[src/rtl/i2c_reg_sequencer.sv]
// i2c_reg_sequencer: turns one register read/write command into the chain of
// byte phases an I2C master core expects (address, register, data / repeated
// start, read), with core error handling, a no-progress watchdog and a
// single-cycle completion pulse back to the requester.
module i2c_reg_sequencer #(
  parameter int TIMEOUT_CYCLES = 1000000
) (
  input  logic       clk_in,
  input  logic       reset_n,
  // user command side
  input  logic       req_valid,
  output logic       req_ready,
  input  logic       req_rw,
  input  logic [6:0] req_dev_addr,
  input  logic [7:0] req_reg_addr,
  input  logic [7:0] req_wdata,
  output logic       resp_valid,
  output logic [1:0] resp_err,
  output logic [7:0] resp_rdata,
  // I2C core side
  output logic       transfer_start,
  output logic       transfer_continues,
  output logic       mode,
  output logic [7:0] data_tx,
  input  logic       transfer_ready,
  input  logic       transaction_complete,
  input  logic       nack,
  input  logic       start_err,
  input  logic       arbitration_err,
  input  logic [7:0] data_rx
);

  localparam int WD_W = $clog2(TIMEOUT_CYCLES + 1);

  localparam logic [1:0] ERR_OK      = 2'b00;
  localparam logic [1:0] ERR_NACK    = 2'b01;
  localparam logic [1:0] ERR_CORE    = 2'b10;
  localparam logic [1:0] ERR_TIMEOUT = 2'b11;

  typedef enum logic [2:0] {
    IDLE, ISSUE, ADDR_W, REG, WDATA, ADDR_R, RDATA, STOP_WAIT
  } state_t;

  state_t          state_reg, state_next;
  logic            rw_reg, rw_next;
  logic [6:0]      dev_reg, dev_next;
  logic [7:0]      reg_addr_reg, reg_addr_next;
  logic [7:0]      wdata_reg, wdata_next;
  logic            start_reg, start_next;
  logic            cont_reg, cont_next;
  logic            mode_reg, mode_next;
  logic [7:0]      data_tx_reg, data_tx_next;
  logic            resp_valid_reg, resp_valid_next;
  logic [1:0]      resp_err_reg, resp_err_next;
  logic [7:0]      resp_rdata_reg, resp_rdata_next;
  logic [WD_W-1:0] wd_reg, wd_next;
  logic [WD_W-1:0] wd_inc;
  logic            core_err;
  logic            phase_done;

  assign wd_inc   = wd_reg + WD_W'(1);
  assign core_err = start_err | arbitration_err;
  // A completion only advances the sequence in a byte phase; in ISSUE and
  // STOP_WAIT it carries no meaning for us.
  assign phase_done = transaction_complete &&
                      (state_reg != ISSUE) && (state_reg != STOP_WAIT);

  assign req_ready          = (state_reg == IDLE);
  assign resp_valid         = resp_valid_reg;
  assign resp_err           = resp_err_reg;
  assign resp_rdata         = resp_rdata_reg;
  assign transfer_start     = start_reg;
  assign transfer_continues = cont_reg;
  assign mode               = mode_reg;
  assign data_tx            = data_tx_reg;

  // State and registered outputs; reset abandons any command silently.
  always_ff @(posedge clk_in or negedge reset_n) begin
    if (!reset_n) begin
      state_reg      <= IDLE;
      rw_reg         <= 1'b0;
      dev_reg        <= 7'h00;
      reg_addr_reg   <= 8'h00;
      wdata_reg      <= 8'h00;
      start_reg      <= 1'b0;
      cont_reg       <= 1'b0;
      mode_reg       <= 1'b0;
      data_tx_reg    <= 8'h00;
      resp_valid_reg <= 1'b0;
      resp_err_reg   <= ERR_OK;
      resp_rdata_reg <= 8'h00;
      wd_reg         <= '0;
    end else begin
      state_reg      <= state_next;
      rw_reg         <= rw_next;
      dev_reg        <= dev_next;
      reg_addr_reg   <= reg_addr_next;
      wdata_reg      <= wdata_next;
      start_reg      <= start_next;
      cont_reg       <= cont_next;
      mode_reg       <= mode_next;
      data_tx_reg    <= data_tx_next;
      resp_valid_reg <= resp_valid_next;
      resp_err_reg   <= resp_err_next;
      resp_rdata_reg <= resp_rdata_next;
      wd_reg         <= wd_next;
    end
  end

  // Next-state and next-output logic; priority is core error, then phase
  // completion, then watchdog expiry, then transfer_ready handshakes.
  always_comb begin
    state_next      = state_reg;
    rw_next         = rw_reg;
    dev_next        = dev_reg;
    reg_addr_next   = reg_addr_reg;
    wdata_next      = wdata_reg;
    start_next      = start_reg;
    cont_next       = cont_reg;
    mode_next       = mode_reg;
    data_tx_next    = data_tx_reg;
    resp_valid_next = 1'b0;
    resp_err_next   = resp_err_reg;
    resp_rdata_next = resp_rdata_reg;
    wd_next         = wd_reg;

    if (state_reg == IDLE) begin
      if (req_valid) begin
        rw_next       = req_rw;
        dev_next      = req_dev_addr;
        reg_addr_next = req_reg_addr;
        wdata_next    = req_wdata;
        start_next    = 1'b1;
        cont_next     = 1'b1;
        mode_next     = 1'b0;
        data_tx_next  = {req_dev_addr, 1'b0};
        resp_err_next = ERR_OK;
        wd_next       = '0;
        state_next    = ISSUE;
      end
    end else begin
      wd_next = transaction_complete ? '0 : wd_inc;
      if (core_err) begin
        start_next    = 1'b0;
        cont_next     = 1'b0;
        resp_err_next = ERR_CORE;
        state_next    = STOP_WAIT;
      end else if (phase_done) begin
        case (state_reg)
          ADDR_W: begin
            if (nack) begin
              start_next    = 1'b0;
              cont_next     = 1'b0;
              resp_err_next = ERR_NACK;
              state_next    = STOP_WAIT;
            end else begin
              // A read leaves continues low with start high: the core
              // issues a repeated START after the register byte.
              data_tx_next = reg_addr_reg;
              start_next   = 1'b1;
              cont_next    = ~rw_reg;
              mode_next    = 1'b0;
              state_next   = REG;
            end
          end
          REG: begin
            if (nack) begin
              start_next    = 1'b0;
              cont_next     = 1'b0;
              resp_err_next = ERR_NACK;
              state_next    = STOP_WAIT;
            end else if (rw_reg) begin
              data_tx_next = {dev_reg, 1'b1};
              start_next   = 1'b0;
              cont_next    = 1'b1;
              mode_next    = 1'b0;
              state_next   = ADDR_R;
            end else begin
              data_tx_next = wdata_reg;
              start_next   = 1'b0;
              cont_next    = 1'b0;
              state_next   = WDATA;
            end
          end
          ADDR_R: begin
            start_next = 1'b0;
            cont_next  = 1'b0;
            if (nack) begin
              resp_err_next = ERR_NACK;
              state_next    = STOP_WAIT;
            end else begin
              // Single-byte read: master NACKs it, hence continues low.
              mode_next  = 1'b1;
              state_next = RDATA;
            end
          end
          WDATA: begin
            start_next    = 1'b0;
            cont_next     = 1'b0;
            resp_err_next = nack ? ERR_NACK : ERR_OK;
            state_next    = STOP_WAIT;
          end
          RDATA: begin
            start_next      = 1'b0;
            cont_next       = 1'b0;
            resp_rdata_next = data_rx;
            resp_err_next   = ERR_OK;
            state_next      = STOP_WAIT;
          end
          default: begin
            state_next = state_reg;
          end
        endcase
      end else if (!transaction_complete && (wd_inc == WD_W'(TIMEOUT_CYCLES))) begin
        // No progress from the core: report immediately, no STOP wait.
        start_next      = 1'b0;
        cont_next       = 1'b0;
        resp_err_next   = ERR_TIMEOUT;
        resp_valid_next = 1'b1;
        wd_next         = '0;
        state_next      = IDLE;
      end else if (state_reg == ISSUE) begin
        if (transfer_ready && start_reg) begin
          state_next = ADDR_W;
        end
      end else if (state_reg == STOP_WAIT) begin
        start_next = 1'b0;
        if (transfer_ready) begin
          resp_valid_next = 1'b1;
          wd_next         = '0;
          state_next      = IDLE;
        end
      end
    end
  end

endmodule

[config.mk]
export PLATFORM = sky130hd
export DESIGN_NAME = i2c_reg_sequencer
export DESIGN_NICKNAME = d
export VERILOG_FILES = /design/src/rtl/i2c_reg_sequencer.sv
export SDC_FILE = /design/constraint.sdc
export NUM_CORES = 1
export LEC_CHECK = 0
export ABC_CLOCK_PERIOD_IN_PS = 3230
export BUFFER_PORTS_ARGS = -buffer_cell sky130_fd_sc_hd__buf_2
export CORE_AREA = 2 2 127 129
export DETAILED_ROUTE_END_ITERATION = 12
export DIE_AREA = 0 0 129 131
export SYNTH_ARGS = -nofsm -noshare
export SYNTH_HDL_FRONTEND = slang
export SYNTH_SLANG_ARGS = --single-unit
export TNS_END_PERCENT = 50
[constraint.sdc]
create_clock -name clk_in -period 3.23 [get_ports clk_in]
set_input_delay 0.646 -clock clk_in [delete_from_list [all_inputs] [get_ports clk_in]]
set_output_delay 0.646 -clock clk_in [all_outputs]
set_load 0.03 [all_outputs]
==> results of run 1 <==
-- cell usage in the layout, fill, tap and decap left out, types with 2 or more instances in the layout --
cell / count
a21oi_1: 30
and4_1: 2
nor2_1: 41
o22ai_1: 2
o31ai_1: 3
nor2b_1: 4
nand3_1: 18
inv_1: 5
clkbuf_16: 9
xor2_1: 2
dfrtp_1: 68
buf_12: 2
a21o_1: 11
or2_2: 3
mux2i_1: 7
nand2_1: 41
nand4_1: 8
o2bb2ai_1: 2
buf_2: 62
nor3b_1: 3
clkinv_2: 3
nand2b_1: 3
and3_1: 6
a211o_1: 6
nor3_2: 2
a211oi_1: 10
nor3_1: 11
a31oi_1: 2
buf_4: 10
o31a_1: 2
nor4_1: 6
ha_1: 2
o21ai_0: 20
mux2_2: 36
-- stage by stage --
stage,setup slack (ns),hold WS [ns]
6_report,0.182,0.397
5_1_grt,0.0145,0.459
4_1_cts,0.165,0.421
3_5_place_dp,0.188,0.489
3_3_place_gp,0.307,0.485
2_1_floorplan,0.551,0.350
-- synth_stat cells, types with 2 or more instances --
library cell	instances	area share
dfrtp_1	69	0.45
nand2_1	41	0.040
nor2_1	41	0.040
mux2_2	36	0.11
a21oi_1	30	0.039
o21ai_0	20	0.026
nand3_1	18	0.024
clkbuf_1	16	0.016
nor3_1	13	0.017
a21o_1	11	0.022
a211oi_1	10	0.020
nand4_1	8	0.013
mux2i_1	7	0.018
nor4_1	7	0.011
a211o_1	6	0.014
and3_1	6	0.0098
buf_1	6	0.0059
inv_1	5	0.0049
buf_2	4	0.0052
nor2b_1	4	0.0065
nand2b_1	3	0.0049
nor3b_1	3	0.0059
o31ai_1	3	0.0059
or2_2	3	0.0049
a31oi_1	2	0.0033
and4_1	2	0.0046
buf_4	2	0.0039
ha_1	2	0.0065
o22ai_1	2	0.0033
o2bb2ai_1	2	0.0046
o31a_1	2	0.0046
xor2_1	2	0.0046
-- path summary, 6_finish.rpt --
| path | endpoint | cells past startpoint |
|---|---|---|
| setup / recovery | wd_reg[12]$_DFFE_PN0N_ | 9 |
| hold / removal | resp_rdata[6]$_DFFE_PN0P_ | 1 |
| setup reg to reg | wd_reg[12]$_DFFE_PN0N_ | 9 |
| hold reg to reg | resp_err[1]$_DFFE_PN0P_ | 1 |
| max in group asynchronous | data_tx[3]$_DFFE_PN0P_ | 2 |
| min in group clk_in | resp_err[1]$_DFFE_PN0P_ | 1 |
-- cell families (layout without fill, tap and decap cells) --
logic type / Yosys count / after routing / synth area share
xor gates and xnor gates: 3 / 3 / 0.00686
buffers and inverters: 34 / 94 / 0.0385
and+or+nand+nor: 159 / 159 / 0.209
AOI/OAI and AO/OA: 97 / 97 / 0.165
muxes: 43 / 43 / 0.124
DFF: 69 / 69 / 0.451
adders and majority gates: 2 / 2 / 0.00653
-- routing by layer --
layer / part of all wire / wire (um) / track usage
met5: 0 / 0 / 0
met4: 0.015 / 141 / 0.0428
met3: 0.056 / 519 / 0.0362
met2: 0.48 / 4490 / 0.191
met1: 0.45 / 4140 / 0.149
-- report_power, final --
group | switching [mW] | internal [mW]
registers | 0.140 | 1.03
clock network | 0.363 | 0.589
logic | 0.442 | 0.303
-- layout make-up --
cell class	count	area [um2]	area share
flip-flops and latches	69	1730	0.368
clock inverters	5	52.6	0.0112
clock buffers	10	229	0.0487
inverters	5	18.8	0.00399
repair buffers	74	425	0.0905
well taps	216	270	0.0575
multi-input cells	304	1970	0.420
-- timing repair --
item | 4_1_cts | 5_1_grt
setup endpoints to repair | 0 | 8
hold endpoints to repair | 0 | 0
resized for setup | 0 | 1
==> run_results.csv, run 1 <==
group,metric,value,unit
outcome,status,"finished clean",
global_routing,grt_pass1_vias,3294,
detailed_routing,first_pass_iters,4,
floorplanning,die_x,129,um
logic_synthesis,synth_cells,407,
logic_synthesis,synth_area,3830,um2
logic_synthesis,synth.distinct_cells,53,
finish,nets,505,
worst_setup_path,cpPeakStageDelay,0.62,ns
detailed_routing,avgRoutedWirePerCell,13.6,um
detailed_routing,viasPerCell,4.81,
detailed_routing,wirelength,9290,um
worst_setup_path,worst-setup-path-type,"reg -> reg",
worst_setup_path,critPathBufInv,1,
detailed_routing,drc,0,
floorplanning,rows,46,
sta,max_freq,0.328,GHz
worst_setup_path,path_cells,"nand4_2 -> or4_4 -> nor4b_2 -> o32ai_1 -> nor4_4 -> a2bb2oi_4 -> buf_12 -> nor3_1 -> a211o_1",
worst_setup_path,arrival,3.26,ns
finish,largest_reg_flops,20,
global_routing,antenna_found_initial,0,
run,cap_violations,0,
clocking,tritoncts,"built",
finish,antenna_cells,0,
place,gp_congestion,0.792,
detailed_routing,routed-via-count,3288,
detailed_routing,drtAntennaViolNets,0,
clocking,ctsHoldBuffers,0,
logic_synthesis,synth_seq_cells,69,
sta,tightestPinTransition,0.790,ns
finish,drive_gt1_frac,0.291,
logic_synthesis,syn_area_per_cell,9.42,um2
worst_setup_path,r2r_start,"wd_reg[5]$_DFFE_PN0N_",
clocking,ctsRootBufferMaster,"clkbuf_16",
worst_setup_path,startpoint,"wd_reg[5]$_DFFE_PN0N_",
finish,instances_no_fill,683,
clocking,post_cts_buffers,0,
clocking,cts.sinks,69,
clocking,htree_levels,3,
place,dp.cells,668,
floorplanning,coreArea,15600,um2
floorplanning,io_pins,63,
sta,worst_clock_skew,0.00756,ns
sta,fin_crit_sh,0.944,
place,io_buffers,62,
clocking,path_clk_slew,0.05,ns
clocking,clk_latency,0.34,ns
floorplanning,die_h,131,um
worst_setup_path,cp_top_family,"simple AND/OR/NAND/NOR gates",
sta,setup_tns,0,ns
power_and_ir_drop,report.power.total,2.87,mW
logic_synthesis,ys.warnings.count,0,
worst_setup_path,worstPathRequired,3.44,ns
finish,fin_area,4700,um2
logic_synthesis,ys.flop_type,"dfrtp_1",
detailed_routing,drtIter0Drc,198,
logic_synthesis,async_flop_share,1.00,
power_and_ir_drop,ir_drop,0.000382,V
min_path,hold_path.class,"in -> async",
worst_setup_path,start_kind,"flip-flop",
worst_setup_path,r2r_setup_slack,0.18,ns
worst_setup_path,cp_max_fo,33,
clocking,clock_path_buffers,2,
worst_setup_path,end_kind,"flip-flop",
sta,rsz0062_at_grt,"false",
logic_synthesis,synth_edf_count,0,
global_routing,grt_first_pass_wirelength,16000,um
sta,min_period,3.05,ns
finish,fin_util,0.301,
global_routing,track_usage,0.118,
power_and_ir_drop,powerDensity,611,nW/um2
floorplanning,dieArea,16900,um2
logic_synthesis,yosysSeqAreaShare,0.451,
logic_synthesis,synth_fp_nets,449,
place,dpl.hpwl,6650,um
sta,hold_viol_final,0,
sta,finalSetupViolations,0,
place,place_area,4420,um2
clocking,numCtsBuffers,9,
worst_setup_path,cp_slowest_cell,"or4_4",
global_routing,grt_overflow_total,0,
sta,slew_violations,0,
global_routing,grt_max_degree,38,
power_and_ir_drop,p_leak,2.15,nW
finish,fill_cells,1653,
finish,area_delta_synth_final,22.6,%
sta,slew-limit-headroom,0.474,
floorplanning,start_util,0.246,
Note: power is estimated with default switching activity, not from simulation.
==> run 2: changes to the inputs <==
Settings changed: CORE_AREA 2 2 127 129 to 2 2 90 92, DIE_AREA 0 0 129 131 to 0 0 92 94, PLACE_DENSITY set to 0.72.
==> run 2 against run 1 <==
Net effect: sequential share of layout area rose by 2.1 points; first-iteration DRC count fell by 30%; global-route usage up 8.6 points; register-to-register slack improved by 0.04 ns; largest power group unchanged; highest routed layer unchanged.
==> run_results.csv, run 2 (synthesis gave the netlist of run 1 again) <==
group,metric,value,unit
sta,rsz0062_at_grt,"false",
finish,fill_cells,689,
power_and_ir_drop,p_leak,2.10,nW
sta,hold_viol_final,0,
finish,area_delta_synth_final,15.9,%
sta,fin_crit_sh,0.930,
detailed_routing,wirelength,8270,um
detailed_routing,first_pass_iters,4,
place,dpl_worst_slack,0.207,ns
sta,finalSetupViolations,0,
global_routing,grt_pass1_vias,3033,
clocking,clk_latency,0.34,ns
worst_setup_path,end_kind,"flip-flop",
worst_setup_path,reg2reg_to,"wd_reg[5]$_DFFE_PN0N_",
clocking,cts.sinks,69,
floorplanning,coreArea,7610,um2
clocking,clock_path_buffers,2,
detailed_routing,routed-via-count,3218,
run,cap_violations,0,
worst_setup_path,r2r_start,"wd_reg[5]$_DFFE_PN0N_",
power_and_ir_drop,ir_drop,0.000361,V
finish,final_common_cell,"dfrtp_1",
outcome,status,"finished clean",
clocking,htree_levels,3,
sta,max_freq,0.333,GHz
sta,worst_clock_skew,0.0110,ns
detailed_routing,drtIter0Drc,139,
global_routing,grt_max_degree,44,
sta,min_period,3.00,ns
sta,holdWs,0.452,ns
sta,tightestPinTransition,0.955,ns
floorplanning,die_x,92,um
finish,drive_gt1_frac,0.293,
finish,fin_area,4440,um2
clocking,post_cts_buffers,0,
sta,setup_ws,0.227,ns
sta,setup_tns,0,ns
clocking,numCtsBuffers,9,
clocking,cts_resized,0,
finish,fin_util,0.584,
detailed_routing,drtAntennaViolNets,0,
worst_setup_path,worstPathRequired,3.45,ns
place,dpl.hpwl,5770,um
clocking,tritoncts,"built",
floorplanning,dieArea,8650,um2
place,io_buffers,62,
place,place_area,4260,um2
place,gp_congestion,0.874,
worst_setup_path,cp_max_fo,33,
sta,slew_violations,0,
finish,antenna_cells,0,
floorplanning,io_pins,63,
place,dp.cells,554,
clocking,path_clk_slew,0.08,ns
global_routing,grt_first_pass_wirelength,14100,um
power_and_ir_drop,report.power.total,2.55,mW
global_routing,antenna_found_initial,0,
worst_setup_path,start_kind,"flip-flop",
worst_setup_path,arrival,3.23,ns
clocking,ctsRootBufferMaster,"clkbuf_8",
finish,largest_reg_flops,20,
finish,regArea,1730,um2
detailed_routing,viasPerCell,5.65,
clocking,ctsHoldBuffers,0,
worst_setup_path,r2r_setup_slack,0.23,ns
min_path,hold_path.class,"in -> async",
sta,slew-limit-headroom,0.363,
detailed_routing,drc,0,
finish,instances_no_fill,570,
global_routing,grt_overflow_total,0,
worst_setup_path,worst-setup-path-type,"reg -> reg",
power_and_ir_drop,powerDensity,575,nW/um2
global_routing,track_usage,0.203,
worst_setup_path,ff2ff_path_depth,9,
floorplanning,die_h,94,um
finish,final_cell_mix,"dfrtp_1 (68), buf_2 (62), nor2_1 (41), nand2_1 (41), mux2_2 (36)",
detailed_routing,avgRoutedWirePerCell,14.5,um
finish,multiInputGateArea,1970,um2
floorplanning,start_util,0.504,
finish,nets,505,
floorplanning,rows,32,
==> run 2: how the worst max path moves through the flow <==
stage	start	endpoint	slack (ns)	cells after the start
6_report	wd_reg[5]$_DFFE_PN0N_	wd_reg[5]$_DFFE_PN0N_	0.23	9
3_3_place_gp	wd_reg[4]$_DFFE_PN0N_	wd_reg[5]$_DFFE_PN0N_	0.32	9
5_1_grt	wd_reg[0]$_DFFE_PN0N_	wd_reg[5]$_DFFE_PN0N_	0.009	11
2_1_floorplan	wd_reg[7]$_DFFE_PN0N_	wd_reg[10]$_DFFE_PN0N_	0.55	10
3_5_place_dp	wd_reg[4]$_DFFE_PN0N_	wd_reg[3]$_DFFE_PN0N_	0.21	9
4_1_cts	wd_reg[4]$_DFFE_PN0N_	wd_reg[3]$_DFFE_PN0N_	0.19	9
==> run 2: power breakdown <==
group	switching, mW	leakage [nW]	total, mW	internal (mW)
clock	0.349	0.0893	0.654	0.305
combinational	0.429	1.10	0.728	0.300
sequential	0.137	0.909	1.17	1.03
==> run 2: area by class of cell <==
type / instances / area share
tap: 102 / 0.0287
timing repair buffer: 74 / 0.0930
inverter: 5 / 0.00423
clock buffer: 10 / 0.0310
clock inverter: 6 / 0.0104
multi-input combinational: 304 / 0.444
sequential: 69 / 0.389
==> run 2: layer usage <==
layer / up-vias / GRT usage / part of all wire
li1: 1591 / - / -
met1: 1535 / 0.267 / 0.45
met2: 82 / 0.322 / 0.48
met3: 10 / 0.0698 / 0.067
met4: 0 / 0.0560 / 0.0069
met5: - / 0 / 0
==> run 2: worst max-delay path, cell delays in order (launching register included) <==
cell       delay (ns)
dfrtp_1          0.52
nand4_2          0.22
or4_4            0.62
nor4b_2          0.27
o32ai_1          0.15
nor4_4           0.40
a2bb2oi_4        0.19
buf_12           0.19
nor3_1           0.06
a211o_1          0.27
==> run 3: changes to the inputs <==
==> constraint.sdc (replaced) <==
create_clock -name clk_in -period 3.23 [get_ports clk_in]
set_input_delay 0.4845 -clock clk_in [delete_from_list [all_inputs] [get_ports clk_in]]
set_output_delay 0.4845 -clock clk_in [all_outputs]
set_load 0.03 [all_outputs]
==> run 3 against run 2 <==
Net effect: clock power fell by 0.9%; combinational power rose by 3.6%; critical path depth stayed put; cell count is 0.35% higher; design area up 0.14%; critical endpoint unchanged.
==> run_results.csv, run 3 (synthesis gave the netlist of run 1 again) <==
group,metric,value,unit
sta,tightestPinTransition,0.772,ns
global_routing,grt_overflow_total,0,
clocking,path_clk_slew,0.08,ns
power_and_ir_drop,ir_drop,0.000435,V
detailed_routing,first_pass_iters,4,
detailed_routing,routed-via-count,3302,
run,cap_violations,0,
place,dp.cells,556,
worst_setup_path,r2r_start,"wd_reg[5]$_DFFE_PN0N_",
detailed_routing,drtAntennaViolNets,0,
finish,area_delta_synth_final,16.0,%
worst_setup_path,cp_top_family,"simple AND/OR/NAND/NOR gates",
floorplanning,io_pins,63,
worst_setup_path,critPathBufInv,1,
clocking,post_cts_buffers,0,
worst_setup_path,crit_path_end,"wd_reg[5]$_DFFE_PN0N_",
floorplanning,rows,32,
sta,slew-limit-headroom,0.486,
worst_setup_path,startpoint,"wd_reg[5]$_DFFE_PN0N_",
worst_setup_path,worstPathRequired,3.47,ns
sta,min_period,3.02,ns
detailed_routing,viasPerCell,5.77,
sta,fin_crit_sh,0.936,
sta,hold_viol_final,0,
outcome,status,"finished clean",
clocking,htree_levels,3,
global_routing,track_usage,0.216,
sta,rsz0062_at_grt,"false",
detailed_routing,drtIter0Drc,201,
worst_setup_path,r2r_setup_slack,0.21,ns
detailed_routing,wirelength,8770,um
floorplanning,coreArea,7610,um2
worst_setup_path,cp_max_fo,33,
global_routing,antenna_found_initial,0,
sta,worst_clock_skew,0.00960,ns
finish,final_cell_mix,"dfrtp_1 (68), buf_2 (62), nor2_1 (41), nand2_1 (41), mux2_2 (36)",
sta,setup_tns,0,ns
worst_setup_path,worst-setup-path-type,"reg -> reg",
floorplanning,dieArea,8650,um2
worst_setup_path,path_cells,"nand4_2 -> or4_4 -> nor4b_2 -> o32ai_1 -> nor4_4 -> a2bb2oi_4 -> buf_12 -> nor3_1 -> a211o_1",
global_routing,grt_pass1_vias,3295,
clocking,ctsHoldBuffers,0,
global_routing,grt_first_pass_wirelength,15000,um
clocking,cts_resized,0,
sta,finalSetupViolations,0,
clocking,clk_latency,0.35,ns
finish,fin_util,0.585,
clocking,numCtsBuffers,9,
worst_setup_path,crit_cells,9,
place,dpl.hpwl,6110,um
clocking,cts.sinks,69,
min_path,hold_path.class,"in -> async",
power_and_ir_drop,powerDensity,577,nW/um2
place,gp_congestion,0.865,
clocking,tritoncts,"built",
finish,final_common_cell,"dfrtp_1",
clocking,ctsRootBufferMaster,"clkbuf_8",
sta,holdWs,0.200,ns
sta,max_freq,0.331,GHz
sta,slew_violations,0,
global_routing,grt_max_degree,34,
finish,largest_reg_flops,20,
floorplanning,die_x,92,um
detailed_routing,avgRoutedWirePerCell,15.3,um
worst_setup_path,reg2reg_to,"wd_reg[5]$_DFFE_PN0N_",
worst_setup_path,end_kind,"flip-flop",
worst_setup_path,start_kind,"flip-flop",
finish,antenna_cells,0,
finish,drive_gt1_frac,0.294,
worst_setup_path,cp_slowest_cell,"or4_4",
power_and_ir_drop,report.power.total,2.56,mW
power_and_ir_drop,p_leak,2.10,nW
worst_setup_path,arrival,3.26,ns
place,io_buffers,62,
finish,nets,507,
worst_setup_path,ff2ff_path_depth,9,
worst_setup_path,cpPeakStageDelay,0.62,ns
floorplanning,die_h,94,um
clocking,clock_path_buffers,2,
floorplanning,start_util,0.504,
detailed_routing,drc,0,
finish,instances_no_fill,572,
## run 3: changes by cell type in the layout (fill, tap and decap cells not counted)
| cell | before | now |
|---|---|---|
| clkbuf_1 | 0 | 1 |
| clkinvlp_4 | 2 | 1 |
| clkbuf_8 | 10 | 9 |
| buf_4 | 11 | 13 |
| clkinv_4 | 1 | 2 |
## run 3: how the worst min path moves through the flow
stage,start,end,slack [ns],cells after the start
floorplan,reset_n,data_tx[0]$_DFFE_PN0P_,0.19,0
global placement,resp_rdata[4]$_DFFE_PN0P_,resp_rdata[4]$_DFFE_PN0P_,0.48,1
detailed placement,resp_err[1]$_DFFE_PN0P_,resp_err[1]$_DFFE_PN0P_,0.49,1
CTS,reset_n,wd_reg[16]$_DFFE_PN0N_,0.22,1
global route,reset_n,wd_reg[14]$_DFFE_PN0N_,0.26,1
finish,reset_n,wd_reg[14]$_DFFE_PN0N_,0.20,1
## run 3: final cells by class
cell class              instances  area, um2
clock buffers                  10        128
repair buffers                 76        428
inverters                       5       18.8
multi-input cells             304       1970
well taps                     102        128
clock inverters                 6       47.5
flip-flops and latches         69       1730
fillers                       688       3160
## run 3: stage by stage
| step | instance area [um2] | worst slack (ns) |
|---|---|---|
| final | 4450 | 0.207 |
| after detailed placement | 4270 | 0.191 |
| after global routing | 4450 | 0.0245 |
| after CTS | 4450 | 0.171 |
| after floorplan | 3830 | 0.551 |
| after global placement | 4270 | 0.309 |
## run 3: worst register-to-register path, stage by stage, from the launching register on
cell       delay (ns)
dfrtp_1          0.52
nand4_2          0.22
or4_4            0.62
nor4b_2          0.29
o32ai_1          0.15
nor4_4           0.40
a2bb2oi_4        0.18
buf_12           0.19
nor3_1           0.07
a211o_1          0.27
## run 3: per-layer routing
layer / part of all wire / track usage / vias up
met2: 0.47 / 0.350 / 104
met5: 0 / 0 / -
li1: - / - / 1601
met1: 0.46 / 0.285 / 1585
met4: 0.015 / 0.0833 / 0
met3: 0.060 / 0.0457 / 12
## run 3: where the power goes
part,internal (mW),switching (mW)
logic,0.305,0.449
clock network,0.286,0.362
registers,1.03,0.131
total,1.62,0.942
